==> src/rtl/bip_result_tx.sv <==
// rtl/bip_result_tx.sv - serializes the halted BIP core's PC, accumulator and cycle count as six UART bytes
module bip_result_tx #(
    parameter int DATA_WIDTH     = 16,
    parameter int PC_WIDTH       = 11,
    parameter int UART_DATA_SIZE = 8,
    parameter int CLKS_PER_BIT   = 16
) (
    input  logic                  i_clk,
    input  logic                  i_rst,
    input  logic                  i_halt,
    input  logic [PC_WIDTH-1:0]   i_pc,
    input  logic [DATA_WIDTH-1:0] i_acc,
    input  logic [DATA_WIDTH-1:0] i_cycles,
    output logic                  o_tx,
    output logic                  o_busy,
    output logic                  o_done
);

    localparam int FRAME_W   = 3 * DATA_WIDTH;
    localparam int NUM_BYTES = FRAME_W / UART_DATA_SIZE;
    localparam int CNT_W     = (CLKS_PER_BIT > 1) ? $clog2(CLKS_PER_BIT) : 1;
    localparam int BIT_W     = $clog2(UART_DATA_SIZE);
    localparam int BYTE_W    = $clog2(NUM_BYTES);

    typedef enum logic [1:0] {S_IDLE, S_START, S_DATA, S_STOP} state_t;

    state_t                    state_q;
    logic                      halt_q;
    logic [CNT_W-1:0]          cnt_q;
    logic [BIT_W-1:0]          bit_q;
    logic [BYTE_W-1:0]         byte_q;
    logic [FRAME_W-1:0]        frame_q;
    logic [UART_DATA_SIZE-1:0] shift_q;

    logic [DATA_WIDTH-1:0] pc_ext;
    logic [FRAME_W-1:0]    frame_d;
    logic                  trigger;
    logic                  bit_end;

    assign pc_ext  = DATA_WIDTH'(i_pc);
    assign frame_d = {pc_ext, i_acc, i_cycles};
    assign trigger = i_halt & ~halt_q;
    assign bit_end = (cnt_q == CNT_W'(CLKS_PER_BIT - 1));

    always_ff @(posedge i_clk or posedge i_rst) begin
        if (i_rst) begin
            state_q <= S_IDLE;
            halt_q  <= 1'b0;
            cnt_q   <= '0;
            bit_q   <= '0;
            byte_q  <= '0;
            frame_q <= '0;
            shift_q <= '0;
            o_tx    <= 1'b1;
            o_busy  <= 1'b0;
            o_done  <= 1'b0;
        end else begin
            halt_q <= i_halt;
            o_done <= 1'b0;
            if (state_q != S_IDLE) begin
                cnt_q <= bit_end ? '0 : cnt_q + 1'b1;
            end
            case (state_q)
                S_IDLE: begin
                    if (trigger) begin
                        frame_q <= frame_d;
                        byte_q  <= '0;
                        bit_q   <= '0;
                        cnt_q   <= '0;
                        o_busy  <= 1'b1;
                        o_tx    <= 1'b0;
                        state_q <= S_START;
                    end
                end
                S_START: begin
                    // The outgoing byte always sits at the top of frame_q; LSB goes first.
                    if (bit_end) begin
                        shift_q <= frame_q[FRAME_W-1 -: UART_DATA_SIZE] >> 1;
                        o_tx    <= frame_q[FRAME_W-UART_DATA_SIZE];
                        bit_q   <= '0;
                        state_q <= S_DATA;
                    end
                end
                S_DATA: begin
                    if (bit_end) begin
                        if (bit_q == BIT_W'(UART_DATA_SIZE - 1)) begin
                            o_tx    <= 1'b1;
                            state_q <= S_STOP;
                        end else begin
                            o_tx    <= shift_q[0];
                            shift_q <= shift_q >> 1;
                            bit_q   <= bit_q + 1'b1;
                        end
                    end
                end
                S_STOP: begin
                    if (bit_end) begin
                        if (byte_q == BYTE_W'(NUM_BYTES - 1)) begin
                            o_busy  <= 1'b0;
                            o_done  <= 1'b1;
                            state_q <= S_IDLE;
                        end else begin
                            byte_q  <= byte_q + 1'b1;
                            frame_q <= frame_q << UART_DATA_SIZE;
                            o_tx    <= 1'b0;
                            state_q <= S_START;
                        end
                    end
                end
                default: state_q <= S_IDLE;
            endcase
        end
    end

endmodule

==> config.mk <==
export PLATFORM = sky130hd
export DESIGN_NAME = bip_result_tx
export DESIGN_NICKNAME = d
export VERILOG_FILES = /design/src/rtl/bip_result_tx.sv
export SDC_FILE = /design/constraint.sdc
export NUM_CORES = 1
export LEC_CHECK = 0
export ABC_AREA = 1
export ABC_CLOCK_PERIOD_IN_PS = 3800
export CAP_MARGIN = 20
export CORE_MARGIN = 4
export CORE_UTILIZATION = 48
export CTS_CLUSTER_DIAMETER = 80
export DETAILED_ROUTE_END_ITERATION = 12
export MAX_ROUTING_LAYER = met4
export PLACE_DENSITY = 0.71
export SYNTH_ARGS = -nofsm -noshare
export SYNTH_HDL_FRONTEND = slang
export SYNTH_SLANG_ARGS = --single-unit
==> constraint.sdc <==
create_clock -name i_clk -period 3.8 [get_ports i_clk]
set_clock_uncertainty 0.05 [all_clocks]
set_input_delay 0.57 -clock i_clk [delete_from_list [all_inputs] [get_ports i_clk]]
set_output_delay 0.57 -clock i_clk [all_outputs]
set_load 0.02 [all_outputs]
* After elaboration in Yosys (flattened, before gate mapping)
Index checks and enable logic that the tools add are counted.
** Cells by class
- Reductions and logical operators :: 11
- Mux-type cells :: 41
- $add $sub $neg :: 3
- Equal/unequal tests :: 14
- Bitwise logic cells :: 2
** Operators with widths (count)
- two-way mux 48 bit :: 3
- case mux 48 bit (2 select lines) :: 1
- two-way mux 8 bit :: 3
- two-way mux 3 bit :: 6
- two-way mux 4 bit :: 4
- != test 2 bit (second input constant) :: 8
- case mux 8 bit (2 select lines) :: 1
- AND reduction 5 bit :: 3
- two-way mux 1 bit :: 13
- AND reduction 4 bit :: 3
- two-way mux 2 bit :: 5
- case mux 3 bit (3 select lines) :: 1
- case mux 2 bit (4 select lines) :: 1
- adder 3 x 1 -> 3 bit (second input constant) :: 2
- equality test 3 bit (second input constant) :: 2
- case mux 3 bit (2 select lines) :: 1
- nonzero test 2 bit :: 3
- adder 4 x 1 -> 4 bit (second input constant) :: 1
- equality test 2 bit (second input constant) :: 2
- equality test 4 bit (second input constant) :: 1
- case mux 1 bit (4 select lines) :: 1
- nonzero test 3 bit :: 1
- equality test 2 x 1 -> 1 bit (second input constant) :: 1
- zero test 2 bit :: 1
- other kinds (3) :: 3
** Word-level totals
- Output and inout port bits :: 3
- Word-level logic and storage cells :: 81
- Register bits after elaboration :: 72
- Input port bits :: 46

* Logic depth before layout (Yosys ltp)
- Depth after elaboration :: 5
- Mapped depth :: 10
- Gate-level depth less buffers :: 9

* Worst setup path before layout
OpenSTA, ideal clock, no wires.
- Path kind :: reg-to-reg
- From :: register state_q[0]
- To :: register shift_q[6]
- Slack :: 2226 ps
- Setup time :: 83 ps
- Path buffers :: 2
- Cell stages (with the launch flop) :: 10
- Arrival time :: 1442 ps
- Required time :: 3667 ps
- Clock period less this slack :: 1574 ps
- Path through :: dfrtp_1 > inv_1 > ha_1 > clkbuf_2 > inv_2 > nand2_1 > a21oi_2 > buf_4 > nand3_1 > o21ai_0
** On the way
- Word-level cells in the longest chain between the ends :: 3
- Elaborated cells on any way between the ends :: 8
- Classes of those cells :: eq/ne (5); mux (1); reduce/logical (2)
** RTL lines
- from (decl) :: line 27 : state_t state_q;
- from (signal assigned) :: line 47 : state_q <= S_IDLE;
- from (signal assigned) :: line 72 : state_q <= S_START;
- from (signal assigned) :: line 81 : state_q <= S_DATA;
- equality test 2 bit or equality test 2 x 1 -> 1 bit (tied branches) :: line 63 : case (state_q)
- != test 2 bit (no source line) or nonzero test 2 bit (tied branches)
- AND reduction 4 bit (no source line)
- to (signal assigned) :: line 78 : shift_q <= frame_q[FRAME_W-1 -: UART_DATA_SIZE] >> 1;
- to (signal assigned) :: line 91 : shift_q <= shift_q >> 1;
- to (decl) :: line 33 : logic [UART_DATA_SIZE-1:0] shift_q;
Several ways; a longest one is shown, not always the timed one.
A chain may end at the register's enable or synchronous reset.

* Worst setup path after layout
- From :: register state_q[0]
- To :: register frame_q[46]
** On the way
- Word-level cells in the longest chain between the ends :: 3
- Elaborated cells on any way between the ends :: 8
- Classes of those cells :: eq/ne (4); mux (1); reduce/logical (3)
** RTL lines
- equality test 2 bit or zero test 2 bit (tied branches) :: line 63
- != test 2 bit (no source line) or nonzero test 2 bit (tied branches)
- AND reduction 4 bit (no source line)
- to (signal assigned) :: line 66 : frame_q <= frame_d;
- to (signal assigned) :: line 104 : frame_q <= frame_q << UART_DATA_SIZE;
- to (decl) :: line 32 : logic [FRAME_W-1:0] frame_q;
Several ways; a longest one is shown, not always the timed one.

==> impl_metrics.yaml <==
status:
  status: "finished, final reports clean"
timing:
  relSlewSlack: 0.4602
  max_freq_ghz: 0.4335
  hold_viol_final: 0
  holdWs_ns: 0.3980
  tns_ns: 0
  setup_viol: 0
  fin_crit_sh: 0.6071
  tightest_slew_ns: 0.8086
  final.min_clock_period_ns: 2.307
  slew_violations: 0
  rsz0062_at_grt: "no"
clock_tree:
  post_cts_resized: 0
  cts_made_buffers: 9
  cts-root-buf: "clkbuf_8"
  post_cts_buffers: 0
  cts_sinks: 71
  hold_buffers: 0
  clk_pin_slew_ns: 0.08
  cts_tree: "yes"
  cts_buffer_depth: 2
  worstSkewPairLatency_ns: 0.34
  cts_max_level: 3
final_layout:
  regArea_um2: 1778
  num_antenna_cells: 0
  drive_above_1_share: 0.06055
  multi_input_area_um2: 1505
  finalNonFillerCells: 608
  final_common_cell: "nand2_1"
  nets: 563
  n_fill_cell: 667
  syn_to_final_growth_pct: 20.63
  layout_common_cells: "nand2_1, dfrtp_1, clkdlybuf4s50_1"
  fin_util: 0.6121
yosys:
  synth-compound-area-share: 0.07067
  synth_cell_type_count: 27
  synth-seq-cells: 71
  syn_nets: 520
  synth_area_per_cell_um2: 7.593
  synth_fa_ha_area_frac: 0.03551
  synth_top_family_by_area: "simple AND/OR/NAND/NOR gates"
  synthSimpleGateAreaFrac: 0.3161
  muxShareOfSynthArea: 0
  syn_area_um2: 3523
  seq_area_frac_synth: 0.5046
  netlist_instances: 464
  yosysWarnings: 0
  synthXorXnorAreaFrac: 0.004972
floorplan:
  dieHeight_um: 93.68
  start_util: 0.5074
  rows: 30
  io_pins: 49
  die_x_um: 93.68
  design.die.area_um2: 8775
  core_um2: 6944
worst_setup_path:
  r2r-end: "frame_q[46]"
  start_kind: "flop"
  r2r_cells: 7
  r2r_start: "state_q[0]"
  cp_max_fo: 50
  crit_path_end_kind: "flop"
  required_ns: 3.94
  path_class: "flop to flop"
  startpoint: "state_q[0]"
  r2r_slack_ns: 1.49
  cp.arrival_ns: 2.45
power:
  netSwitchingFraction: 0.4162
  leakage_nw: 2.189
  combPwrFrac: 0.415
  p_switching_mw: 1.348
  p_per_area_nw_per_um2: 762.0
  p_seq_frac: 0.386
  vdd_drop_max_v: 0.0003133
  clkPwrFrac: 0.199
  finalPower_mw: 3.239
  p_int_mw: 1.891
placement:
  routabilityCongestion: 0.8129
  dp_hpwl_mm: 4.873
  dp.cells: 592
  place.port_buffers: 48
detailed_routing:
  antenna_left: 0
  drt_iter0_markers: 176
  via_count: 2925
  post_drt_via_cell_ratio: 4.811
  wl_per_cell_um: 11.75
  drc: 0
  drt_wl_total_mm: 7.147
  dr.pass1.iters: 4
global_route:
  grt_use_met3: 0.02885
  grt_max_degree: 51
  met1_usage: 0.2463
  antenna_found_initial: 0
  grt_use_total: 0.1886
  grt_pass1_wl_mm: 12.90
  met2_usage: 0.2972
  first_global_vias: 2912
  grt_overflow: 0
  top_usage_layer: "met2"
flow_run:
  drv_cap: 0
min_path:
  min_path_type: "input port to asynchronous set/reset pin"
-- metrics by stage --
| step | cell area (um^2) | worst slack (ns) |
|---|---|---|
| after floorplan | 3523 | 1.385 |
| after global placement | 4033 | 1.335 |
| after detailed placement | 4033 | 1.294 |
| after CTS | 4250 | 1.470 |
| after global routing | 4250 | 1.213 |
| final | 4250 | 1.493 |
-- area by class of cell --
type,count,area share
Timing Repair Buffer,52,0.1201
Tap cell,96,0.02826
Inverter,31,0.02797
Clock buffer,12,0.03886
Sequential cell,71,0.4183
Clock inverter,4,0.01236
Multi-Input combinational cell,342,0.3541
-- sequential cells by signal, summed over array words and instances (netlist names), 2 cells and up --
signal / count
bit_q: 3
frame_q: 48
shift_q: 7
cnt_q: 4
state_q: 2
byte_q: 3
-- power by group through the flow --
stage                     sequential (mW)  combinational [mW]  clock (mW)
after CTS                            1.25                1.36       0.653
after global routing                 1.29                1.58       0.693
after detailed placement             1.26                1.36           0
final                                1.25                1.34       0.644
after floorplan                      1.23                1.13           0
after global placement               1.26                1.32           0
-- Yosys cell counts --
| cell | n | area share |
|---|---|---|
| nand3_4 | 1 | 0.0050 |
| inv_4 | 1 | 0.0018 |
| or2_2 | 1 | 0.0018 |
| nor2_2 | 1 | 0.0018 |
| nand3_2 | 1 | 0.0028 |
| a21oi_2 | 1 | 0.0025 |
| o21a_1 | 4 | 0.0085 |
| xor2_1 | 1 | 0.0025 |
| nor2_1 | 9 | 0.0096 |
| nand2_2 | 1 | 0.0018 |
| clkbuf_2 | 1 | 0.0014 |
| buf_6 | 4 | 0.013 |
| buf_4 | 2 | 0.0043 |
| clkbuf_1 | 7 | 0.0075 |
| a21oi_1 | 6 | 0.0085 |
| inv_2 | 2 | 0.0021 |
| xnor2_1 | 1 | 0.0025 |
| o21ai_1 | 8 | 0.011 |
| dfrtp_1 | 70 | 0.50 |
| inv_1 | 28 | 0.030 |
| dfstp_2 | 1 | 0.0075 |
| ha_1 | 10 | 0.036 |
| nand3_1 | 11 | 0.016 |
| nand2_1 | 254 | 0.27 |
| buf_2 | 6 | 0.0085 |
| nand4_1 | 4 | 0.0071 |
| o21ai_0 | 28 | 0.040 |
-- worst max path at each step --
stage,endpoint,slack [ns]
6_report,frame_q[46],1.49
5_1_grt,byte_q[0],1.21
4_1_cts,frame_q[46],1.47
3_5_place_dp,frame_q[46],1.29
3_3_place_gp,byte_q[1],1.34
2_1_floorplan,bit_q[0],1.39
-- layer usage --
metal / routed length (um) / part of all wire
met1: 3411 / 0.48
met2: 3371 / 0.47
met3: 224 / 0.031
met4: 140 / 0.020
met5: 0 / 0
-- kinds of logic (layout without fill, tap and decap cells) --
kind of cell,Yosys count,after routing
flops,71,71
fa+ha+maj,10,10
compound gates,47,47
buf+inv,51,99
xor+xnor,2,2
simple gates,283,283
-- worst max-delay path, cell delays in order, from the launching register on --
cell and delay (ns):
dfrtp_1 0.43, ha_1 0.24, buf_4 0.36, nand2_1 0.15, nand2_1 0.09, nand3_2 0.07
inv_2 0.60, o21ai_0 0.16
Power figures use the tool's default switching activity.
